File: src/rtl/hazard_scoreboard_unit.sv
// hazard_scoreboard_unit: per-register writeback countdown scoreboard that stalls ID on RAW hazards; define FORWARDING_EN for EXE/MEM forwarding selects (load-use still stalls)
module hazard_scoreboard_unit #(
    parameter int REG_ADDR_W = 4,
    parameter int WB_LAT     = 2,
    parameter int CNT_W      = $clog2(WB_LAT + 1),
    parameter int STAT_W     = 16
) (
    input  logic                     clk,
    input  logic                     rst,
    input  logic                     id_valid,
    input  logic [REG_ADDR_W-1:0]    src1,
    input  logic [REG_ADDR_W-1:0]    src2,
    input  logic                     two_src,
    input  logic                     id_wb_en,
    input  logic [REG_ADDR_W-1:0]    id_dest,
    input  logic                     id_is_load,
    input  logic                     flush,
    output logic                     hazard,
    output logic [1:0]               fwd_sel1,
    output logic [1:0]               fwd_sel2,
    output logic [2**REG_ADDR_W-1:0] busy_mask,
    output logic [STAT_W-1:0]        stall_count
);
    localparam int NUM_REGS = 2**REG_ADDR_W;
    localparam logic [CNT_W-1:0] LAT_EXE = CNT_W'(WB_LAT);
    localparam logic [CNT_W-1:0] LAT_MEM = CNT_W'(WB_LAT - 1);

    logic [CNT_W-1:0]  cnt_q [NUM_REGS];
    logic [CNT_W-1:0]  cnt_d [NUM_REGS];
    logic [STAT_W-1:0] stat_q, stat_d;
    logic [CNT_W-1:0]  c1, c2;
    logic              pend1, pend2, stall1, stall2, issue;

    // source lookup: a source is pending while its producer has not reached the regfile
    always_comb begin
        c1    = cnt_q[src1];
        c2    = cnt_q[src2];
        pend1 = c1 != '0;
        pend2 = two_src && c2 != '0;
    end

`ifdef FORWARDING_EN
    logic [NUM_REGS-1:0] ld_q, ld_d;

    // bypass from EXE (cnt==WB_LAT) or MEM (cnt==WB_LAT-1); a load still in EXE has no data yet
    always_comb begin
        fwd_sel1 = !pend1 ? 2'd0 : c1 == LAT_EXE ? 2'd1 : c1 == LAT_MEM ? 2'd2 : 2'd0;
        fwd_sel2 = !pend2 ? 2'd0 : c2 == LAT_EXE ? 2'd1 : c2 == LAT_MEM ? 2'd2 : 2'd0;
        stall1   = pend1 && (fwd_sel1 == 2'd0 || (c1 == LAT_EXE && ld_q[src1]));
        stall2   = pend2 && (fwd_sel2 == 2'd0 || (c2 == LAT_EXE && ld_q[src2]));
    end

    // remember whether the latest producer of each register is a load
    always_comb begin
        ld_d = ld_q;
        if (issue) ld_d[id_dest] = id_is_load;
    end

    // load-flag register
    always_ff @(posedge clk) begin
        ld_q <= rst ? '0 : ld_d;
    end
`else
    logic unused_is_load;

    assign unused_is_load = id_is_load;
    assign fwd_sel1       = 2'd0;
    assign fwd_sel2       = 2'd0;
    assign stall1         = pend1;
    assign stall2         = pend2;
`endif

    assign hazard      = id_valid && !flush && (stall1 || stall2);
    assign issue       = id_valid && !flush && !hazard && id_wb_en;
    assign stall_count = stat_q;

    // countdown every pending entry; a new issue reloads its destination (WAW just restarts it)
    always_comb begin
        for (int r = 0; r < NUM_REGS; r++) begin
            cnt_d[r]     = cnt_q[r] != '0 ? cnt_q[r] - CNT_W'(1) : '0;
            busy_mask[r] = cnt_q[r] != '0;
        end
        if (issue) cnt_d[id_dest] = LAT_EXE;
        stat_d = hazard && stat_q != '1 ? stat_q + STAT_W'(1) : stat_q;
    end

    // scoreboard and saturating stall statistic
    always_ff @(posedge clk) begin
        if (rst) begin
            cnt_q  <= '{default: '0};
            stat_q <= '0;
        end else begin
            cnt_q  <= cnt_d;
            stat_q <= stat_d;
        end
    end
endmodule
File: config.mk
export PLATFORM = sky130hd
export DESIGN_NAME = hazard_scoreboard_unit
export DESIGN_NICKNAME = d
export VERILOG_FILES = /design/src/rtl/hazard_scoreboard_unit.sv
export SDC_FILE = /design/constraint.sdc
export NUM_CORES = 1
export LEC_CHECK = 0
export CORE_MARGIN = 10
export CORE_UTILIZATION = 23
export CTS_CLUSTER_SIZE = 12
export DETAILED_ROUTE_END_ITERATION = 8
export GPL_TIMING_DRIVEN = 1
export PLACE_DENSITY_LB_ADDON = 0.12
export SLEW_MARGIN = 20
export SYNTH_ARGS = -nofsm -noshare
export SYNTH_HDL_FRONTEND = slang
export SYNTH_SLANG_ARGS = --single-unit
export TNS_END_PERCENT = 50
File: constraint.sdc
create_clock -name clk -period 6.6 [get_ports clk]
set_input_delay 1.65 -clock clk [delete_from_list [all_inputs] [get_ports clk]]
set_output_delay 1.65 -clock clk [all_outputs]
set_load 0.005 [all_outputs]
==> results of run 1 <==
-- Yosys cell counts (all sizes together), types with 2 or more instances --
| master | count | area [sq um] |
|---|---|---|
| nor2 | 51 | 191 |
| dfxtp | 48 | 961 |
| nand2 | 47 | 176 |
| inv | 21 | 78.8 |
| a21oi | 18 | 90.1 |
| nor2b | 11 | 68.8 |
| clkbuf | 9 | 33.8 |
| nand3 | 9 | 45.0 |
| mux4 | 8 | 206 |
| o22ai | 8 | 50.1 |
| o2bb2ai | 8 | 70.1 |
| nor3 | 7 | 51.3 |
| buf | 6 | 48.8 |
| mux2 | 6 | 67.6 |
| a31oi | 5 | 31.3 |
| and3 | 5 | 31.3 |
| nand2b | 5 | 31.3 |
| nand4 | 5 | 37.5 |
| or3 | 4 | 25.0 |
| xnor2 | 4 | 35.0 |
| a2111oi | 3 | 30.0 |
| nor4 | 3 | 63.8 |
| nand3b | 2 | 15.0 |
| nor3b | 2 | 15.0 |
| o41ai | 2 | 17.5 |
-- area by class of cell --
type / count / share of cell area (%)
multi-input combinational: 228 / 44.6
sequential: 48 / 29.3
timing repair buffer: 52 / 15.6
tap: 140 / 5.34
inverter: 21 / 2.40
clock buffer: 5 / 2.10
clock inverter: 3 / 0.724
-- per-layer routing --
layer	GRT usage, %	part of all wire (%)	vias to the layer above
met1	12.2	49	1062
met5	0	0	-
met3	1.89	3.7	9
met2	14.4	46	34
li1	-	-	1160
met4	3.22	1.3	0
-- flip-flops by register name, indices dropped and copies added (netlist names) --
| register | cells |
|---|---|
| stall_count | 16 |
| cnt_q | 32 |
-- worst max-delay path: cells and delay by family --
family / cells / cell delay, ns
mux: 1 / 0.58
compound gates: 2 / 0.46
buf+inv: 2 / 1.14
simple gates: 1 / 0.26
-- worst min path at each step --
stage | startpoint | to | slack (ns) | cells past startpoint
2_1_floorplan | cnt_q[11]$_SDFF_PP0_ | cnt_q[10]$_SDFF_PP0_ | 0.43 | 2
3_3_place_gp | cnt_q[21]$_SDFF_PP0_ | cnt_q[20]$_SDFF_PP0_ | 0.43 | 2
3_5_place_dp | cnt_q[21]$_SDFF_PP0_ | cnt_q[20]$_SDFF_PP0_ | 0.44 | 2
4_1_cts | cnt_q[15]$_SDFF_PP0_ | cnt_q[14]$_SDFF_PP0_ | 0.45 | 2
5_1_grt | cnt_q[5]$_SDFF_PP0_ | cnt_q[4]$_SDFF_PP0_ | 0.47 | 2
6_report | cnt_q[17]$_SDFF_PP0_ | cnt_q[16]$_SDFF_PP0_ | 0.45 | 2
-- cell families (layout without fill, tap and decap cells) --
| family | count (synthesis) | count (layout) |
|---|---|---|
| mux | 15 | 15 |
| fa+ha+maj | 1 | 1 |
| other cells | 1 | 4 |
| simple gates | 156 | 156 |
| buf+inv | 36 | 81 |
| compound gates | 48 | 48 |
| xor+xnor | 4 | 4 |
| flops | 48 | 48 |
-- power by group through the flow --
stage	sequential (mW)	combinational, mW	clock (mW)
after floorplan	0.297	0.0276	0
final	0.291	0.0457	0.186
after global routing	0.291	0.0516	0.205
after detailed placement	0.297	0.0459	0
after global placement	0.297	0.0460	0
after CTS	0.291	0.0463	0.194
-- metrics by stage --
stage / instances / power [mW]
after CTS: 497 / 0.531
after floorplan: 312 / 0.325
after global routing: 497 / 0.548
after global placement: 489 / 0.343
after detailed placement: 489 / 0.343
final: 497 / 0.523
==> flow_summary_export.csv, run 1 <==
group,metric,value,unit
synth,synth_compound_area_share,12.4,%
drt,wl,7270,microns
clocking,htreeDepth,2,
synth,syn-cell-area,2570,sq um
synth,ys_types,43,
floorplan,start_util,23.6,%
drt,vias,2265,
sta,final_max_slew_viol_count,0,
placement,hpwl,5530,microns
floorplan,die_y,126,microns
sta,fmax,174,MHz
final_layout,multi_input_area,1460,sq um
synth,yosysWarnings,0,
final_layout,nets,376,
drt,dr.pass1.iters,4,
worst_hold_path,hp-class,"reg2reg",
power_and_ir_drop,internal-power,0.385,mW
sta,tightestPinTransition,0.734,ns
clocking,root_buffer,"clkbuf_8",
setup_path,regToRegStartpoint,"cnt_q[16]$_SDFF_PP0_",
final_layout,mostFrequentLayoutCells,"nor2_1 (51), clkdlybuf4s50_1 (49), dfxtp_1 (48)",
clocking,post_cts_buffers,0,
global_routing,grt_pass1_wl,12000,microns
setup_path,crit_end,"hazard",
placement,portBuffers,50,
drt,ant_nets,0,
clocking,clkLatencyLatePin,0.31,ns
placement,place_area,3190,sq um
global_routing,grt_pass1_vias,2190,
setup_path,crit_path_start,"src2[0]",
clocking,hold_buffers,0,
setup_path,max_stage_delay,0.59,ns
drt,route.detailed.drc,0,
clocking,cts_made_buffers,5,
clocking,cts.sinks,48,
synth,muxShareOfSynthArea,11.0,%
setup_path,worstPathCellList,"clkdlybuf4s50_1 > mux4_1 > a31oi_1 > nand4_2 > a21oi_1 > clkdlybuf4s50_1",
clocking,path_clk_slew,0.10,ns
final_layout,syn_to_final_growth,27.5,%
floorplan,ios,56,
power_and_ir_drop,p_switching,0.138,mW
outcome,status,"finished, final reports clean",
setup_path,setup.worst_path.end_class,"primary output",
sta,hold_viol_final,0,
final_layout,final_layout_size_suffix_gt1_share,7.28,%
global_routing,grt_overflow_total,0,
setup_path,start_kind,"input pin",
final_layout,antenna_cells,0,
drt,drtIter0Drc,151,
sta,period_minus_slack,5.75,ns
sta,finalSetupTns,0,ns
synth,yosys_register_bits,48,
final_layout,final_area,3280,sq um
setup_path,crit_arrival,4.10,ns
synth,yosys.area_share.simple,31.0,%
sta,period_share,87.1,%
sta,clock-skew-final,0.00751,ns
power_and_ir_drop,power_density,159,nW/um^2
floorplan,dieWidth,126,microns
placement,place.gp.congestion,0.738,
clocking,ctsResizeCount,0,
final_layout,final_util,30.1,%
power_and_ir_drop,clockPowerShare,35.7,%
final_layout,regArea,961,sq um
floorplan,core_area,10900,sq um
synth,yosys.area_share.adder,0.486,%
sta,final-setup-viol-count,0,
power_and_ir_drop,p_comb_share,8.7,%
sta,holdWs,0.451,ns
setup_path,r2r_end,"cnt_q[0]$_SDFF_PP0_",
synth,synth-xor-area-share,1.36,%
global_routing,antenna_found_initial,0,
setup_path,cp_data_required_time,4.95,ns
power_and_ir_drop,p_leak,1.21,nW
flow_run,drv_cap,0,
setup_path,crit_top_cell,"clkdlybuf4s50_1",
floorplan,dieArea,15800,sq um
final_layout,final_common_cell,"nor2_1",
setup_path,criticalPathCategory,"in2out",
sta,setup_ws,0.854,ns
synth,syn_avg_cell_area,8.33,sq um
power_and_ir_drop,sw_frac_of_total,26.4,%
drt,wl_per_cell,14.6,microns
synth,synthArstFlopShare,0,%
synth,syn-instance-count,309,
final_layout,n_fill_cell,1173,
synth,synth_ff_type,"dfxtp_1",
setup_path,crit_slowest_cell,"clkdlybuf4s50_1",
setup_path,r2r_cells,7,
placement,dp_slack,0.808,ns
sta,maxSlewHeadroom,50.8,%
clocking,cts_tree,"built",
global_routing,grt_use_total,9.19,%
setup_path,r2r_setup_slack,3.90,ns
global_routing,grt_max_degree,64,
drt,viasPerCell,4.56,
floorplan,rows,38,
sta,grt_setup_unrepaired,"no",
setup_path,cp_max_fo,8,
synth,synth_seq_area_share,37.3,%
synth,synth_top_family_by_area,"simple AND/OR/NAND/NOR gates",
power_and_ir_drop,pwr-share-seq,55.6,%
clocking,clock_path_buffers,2,
synth,synth_edf_count,0,
power_and_ir_drop,peakVddDrop,0.0674,mV
Note: power is estimated with default switching activity, not from simulation.
==> inputs of run 2 (changes only) <==
--- a/config.mk
+++ b/config.mk
@@ -5,6 +5,7 @@
 export SDC_FILE = /design/constraint.sdc
 export NUM_CORES = 1
 export LEC_CHECK = 0
+export CAP_MARGIN = 20
 export CORE_MARGIN = 10
 export CORE_UTILIZATION = 23
 export CTS_CLUSTER_SIZE = 12
==> results of run 2 <==
Same layout as run 1: the final DEF is identical, and so are final timing and power.
==> inputs of run 3 (changes only) <==
--- a/config.mk
+++ b/config.mk
@@ -8,10 +8,13 @@
 export CAP_MARGIN = 20
 export CORE_MARGIN = 10
 export CORE_UTILIZATION = 23
+export CTS_BUF_LIST = sky130_fd_sc_hd__clkbuf_8
 export CTS_CLUSTER_SIZE = 12
 export DETAILED_ROUTE_END_ITERATION = 8
 export GPL_TIMING_DRIVEN = 1
 export PLACE_DENSITY_LB_ADDON = 0.12
+export SKIP_CTS_REPAIR_TIMING = 1
+export SKIP_LAST_GASP = 1
 export SLEW_MARGIN = 20
 export SYNTH_ARGS = -nofsm -noshare
 export SYNTH_HDL_FRONTEND = slang
==> results of run 3 <==
Same layout as run 1: the final DEF is identical, and so are final timing and power.
==> RTL edit, RTL diff (settings of run 1) <==
The parameter `REG_ADDR_W` goes from 4 to 3.
--- a/src/rtl/hazard_scoreboard_unit.sv
+++ b/src/rtl/hazard_scoreboard_unit.sv
@@ -1,6 +1,6 @@
 // hazard_scoreboard_unit: per-register writeback countdown scoreboard that stalls ID on RAW hazards; define FORWARDING_EN for EXE/MEM forwarding selects (load-use still stalls)
 module hazard_scoreboard_unit #(
-    parameter int REG_ADDR_W = 4,
+    parameter int REG_ADDR_W = 3,
     parameter int WB_LAT     = 2,
     parameter int CNT_W      = $clog2(WB_LAT + 1),
     parameter int STAT_W     = 16
Ports: changed (resized busy_mask, id_dest, src1 and src2); port bits go from 56 to 45. The function was not compared with the original's and may differ.
==> RTL edit against run 1 <==
  * Routed wire length is 37% lower
  * Final area is 30% lower
  * Global-route usage is 0.74 points lower
  * Sequential cell count is 16 lower
  * Via count is 32% lower
  * Area after synthesis is 33% lower
  * Cell count is 30% lower
  * Total power is 21% lower
  * Setup slack better by 0.013 ns
  * Largest power group unchanged
  * Critical path type unchanged
  * Clock skew is 0.0024 ns higher
==> RTL edit: results (changes against run 1) <==
outcome:
  status: "finished, final reports clean"
final_layout:
  drive_gt1_share_pct: 9.24  # +2.0 points
power:
  p_sw_share_pct: 22.1  # -4.4 points
  ir_drop_v: 0.0000721  # +7.1%
placed_design:
  place_inst: 340  # -30%
  io_buffers: 39  # -22%
  gp_congestion: 0.745  # +0.99%
  place_hpwl_um: 3550  # -36%
critical_path:
  crit_fanout: 17  # +9
  crit_arrival_ns: 4.08  # -0.02 ns
  slowest_delay_ns: 0.54  # -0.05 ns
  r2r_start: "stall_count[0]"
  crit_start: "src2[1]"
synth:
  seq_area_frac_synth_pct: 37.2  # -0.11 points
  synth_common_cells: "dfxtp_1, nor2_1, nand2_1"
  syn_inst: 208  # -33%
  synth_top_area_share_pct: 37.2  # -0.11 points
routing:
  via_per_inst: 4.40  # -3.5%
  wire_per_inst_um: 13.2  # -9.6%
sta:
  worstMarginPinSlew_ns: 0.793  # +0.0587 ns
  skew_ns: 0.00992  # +0.00241 ns
cts:
  clk_latency_ns: 0.28  # -0.03 ns
  path_clk_slew_ns: 0.07  # -0.03 ns
grt:
  grt_pass1_wl_um: 7920  # -34%
  grt_pass1_vias: 1511  # -31%
RTL edit: kinds of logic (layout without fill, tap and decap cells):
| family | count (synthesis) | after routing | share of synthesized area (%) |
|---|---|---|---|
| buf+inv | 22 | 60 | 6.18 |
| fa+ha+maj | 1 | 1 | 0.727 |
| compound gates | 33 | 33 | 13.4 |
| simple gates | 106 | 106 | 32.3 |
| other cells | 1 | 4 | 0.218 |
| mux | 10 | 10 | 8.50 |
| xor+xnor | 3 | 3 | 1.53 |
| flops | 32 | 32 | 37.2 |
RTL edit: area by class of cell:
| cell class | count | share of cell area [%] |
|---|---|---|
| clock buffers | 6 | 3.15 |
| repair buffers | 40 | 17.3 |
| flip-flops and latches | 32 | 27.8 |
| well taps | 99 | 5.38 |
| inverters | 12 | 1.96 |
| clock inverters | 2 | 1.52 |
| multi-input cells | 157 | 42.8 |
RTL edit: tightest hold or removal path: cells and delay by family (launching register included):
family	cells	cell delay (ns)
flip-flops	1	0.32
AND/OR/NAND/NOR	1	0.05
AO/OA/AOI/OAI	1	0.05
RTL edit: through the flow:
stage	power, mW	setup slack, ns	cell area, sq um	hold WS [ns]	utilization, %
finish	0.412	0.867	2300	0.478	31.7
global route	0.435	0.634	2300	0.507	31.7
CTS	0.420	0.845	2300	0.480	31.7
detailed placement	0.232	0.846	2190	0.468	30.2
global placement	0.232	0.882	2190	0.463	30.2
floorplan	0.217	2.25	1730	0.445	-
RTL edit: worst paths after layout:
| path | endpoint | slack [ns] | cells after the start |
|---|---|---|---|
| setup / recovery | hazard | 0.87 | 7 |
| hold / removal | cnt_q[1] | 0.48 | 2 |
| setup reg to reg | stall_count[4] | 3.98 | 7 |
| hold reg to reg | cnt_q[1] | 0.48 | 2 |
RTL edit: routing by layer:
metal  vias to the layer above  share of wire, %  GRT usage [%]
met2                        30                45           12.5
li1                        802                 -              -
met4                         0               1.4           3.48
met1                       692                48           11.0
met5                         -                 0              0
met3                         7               5.3           2.78
RTL edit: power by group through the flow:
| stage | logic, mW | clock network [mW] | registers, mW |
|---|---|---|---|
| 2_1_floorplan | 0.0181 | 0 | 0.199 |
| 3_3_place_gp | 0.0328 | 0 | 0.199 |
| 3_5_place_dp | 0.0329 | 0 | 0.199 |
| 4_1_cts | 0.0331 | 0.193 | 0.194 |
| 5_1_grt | 0.0365 | 0.204 | 0.194 |
| 6_report | 0.0325 | 0.185 | 0.194 |
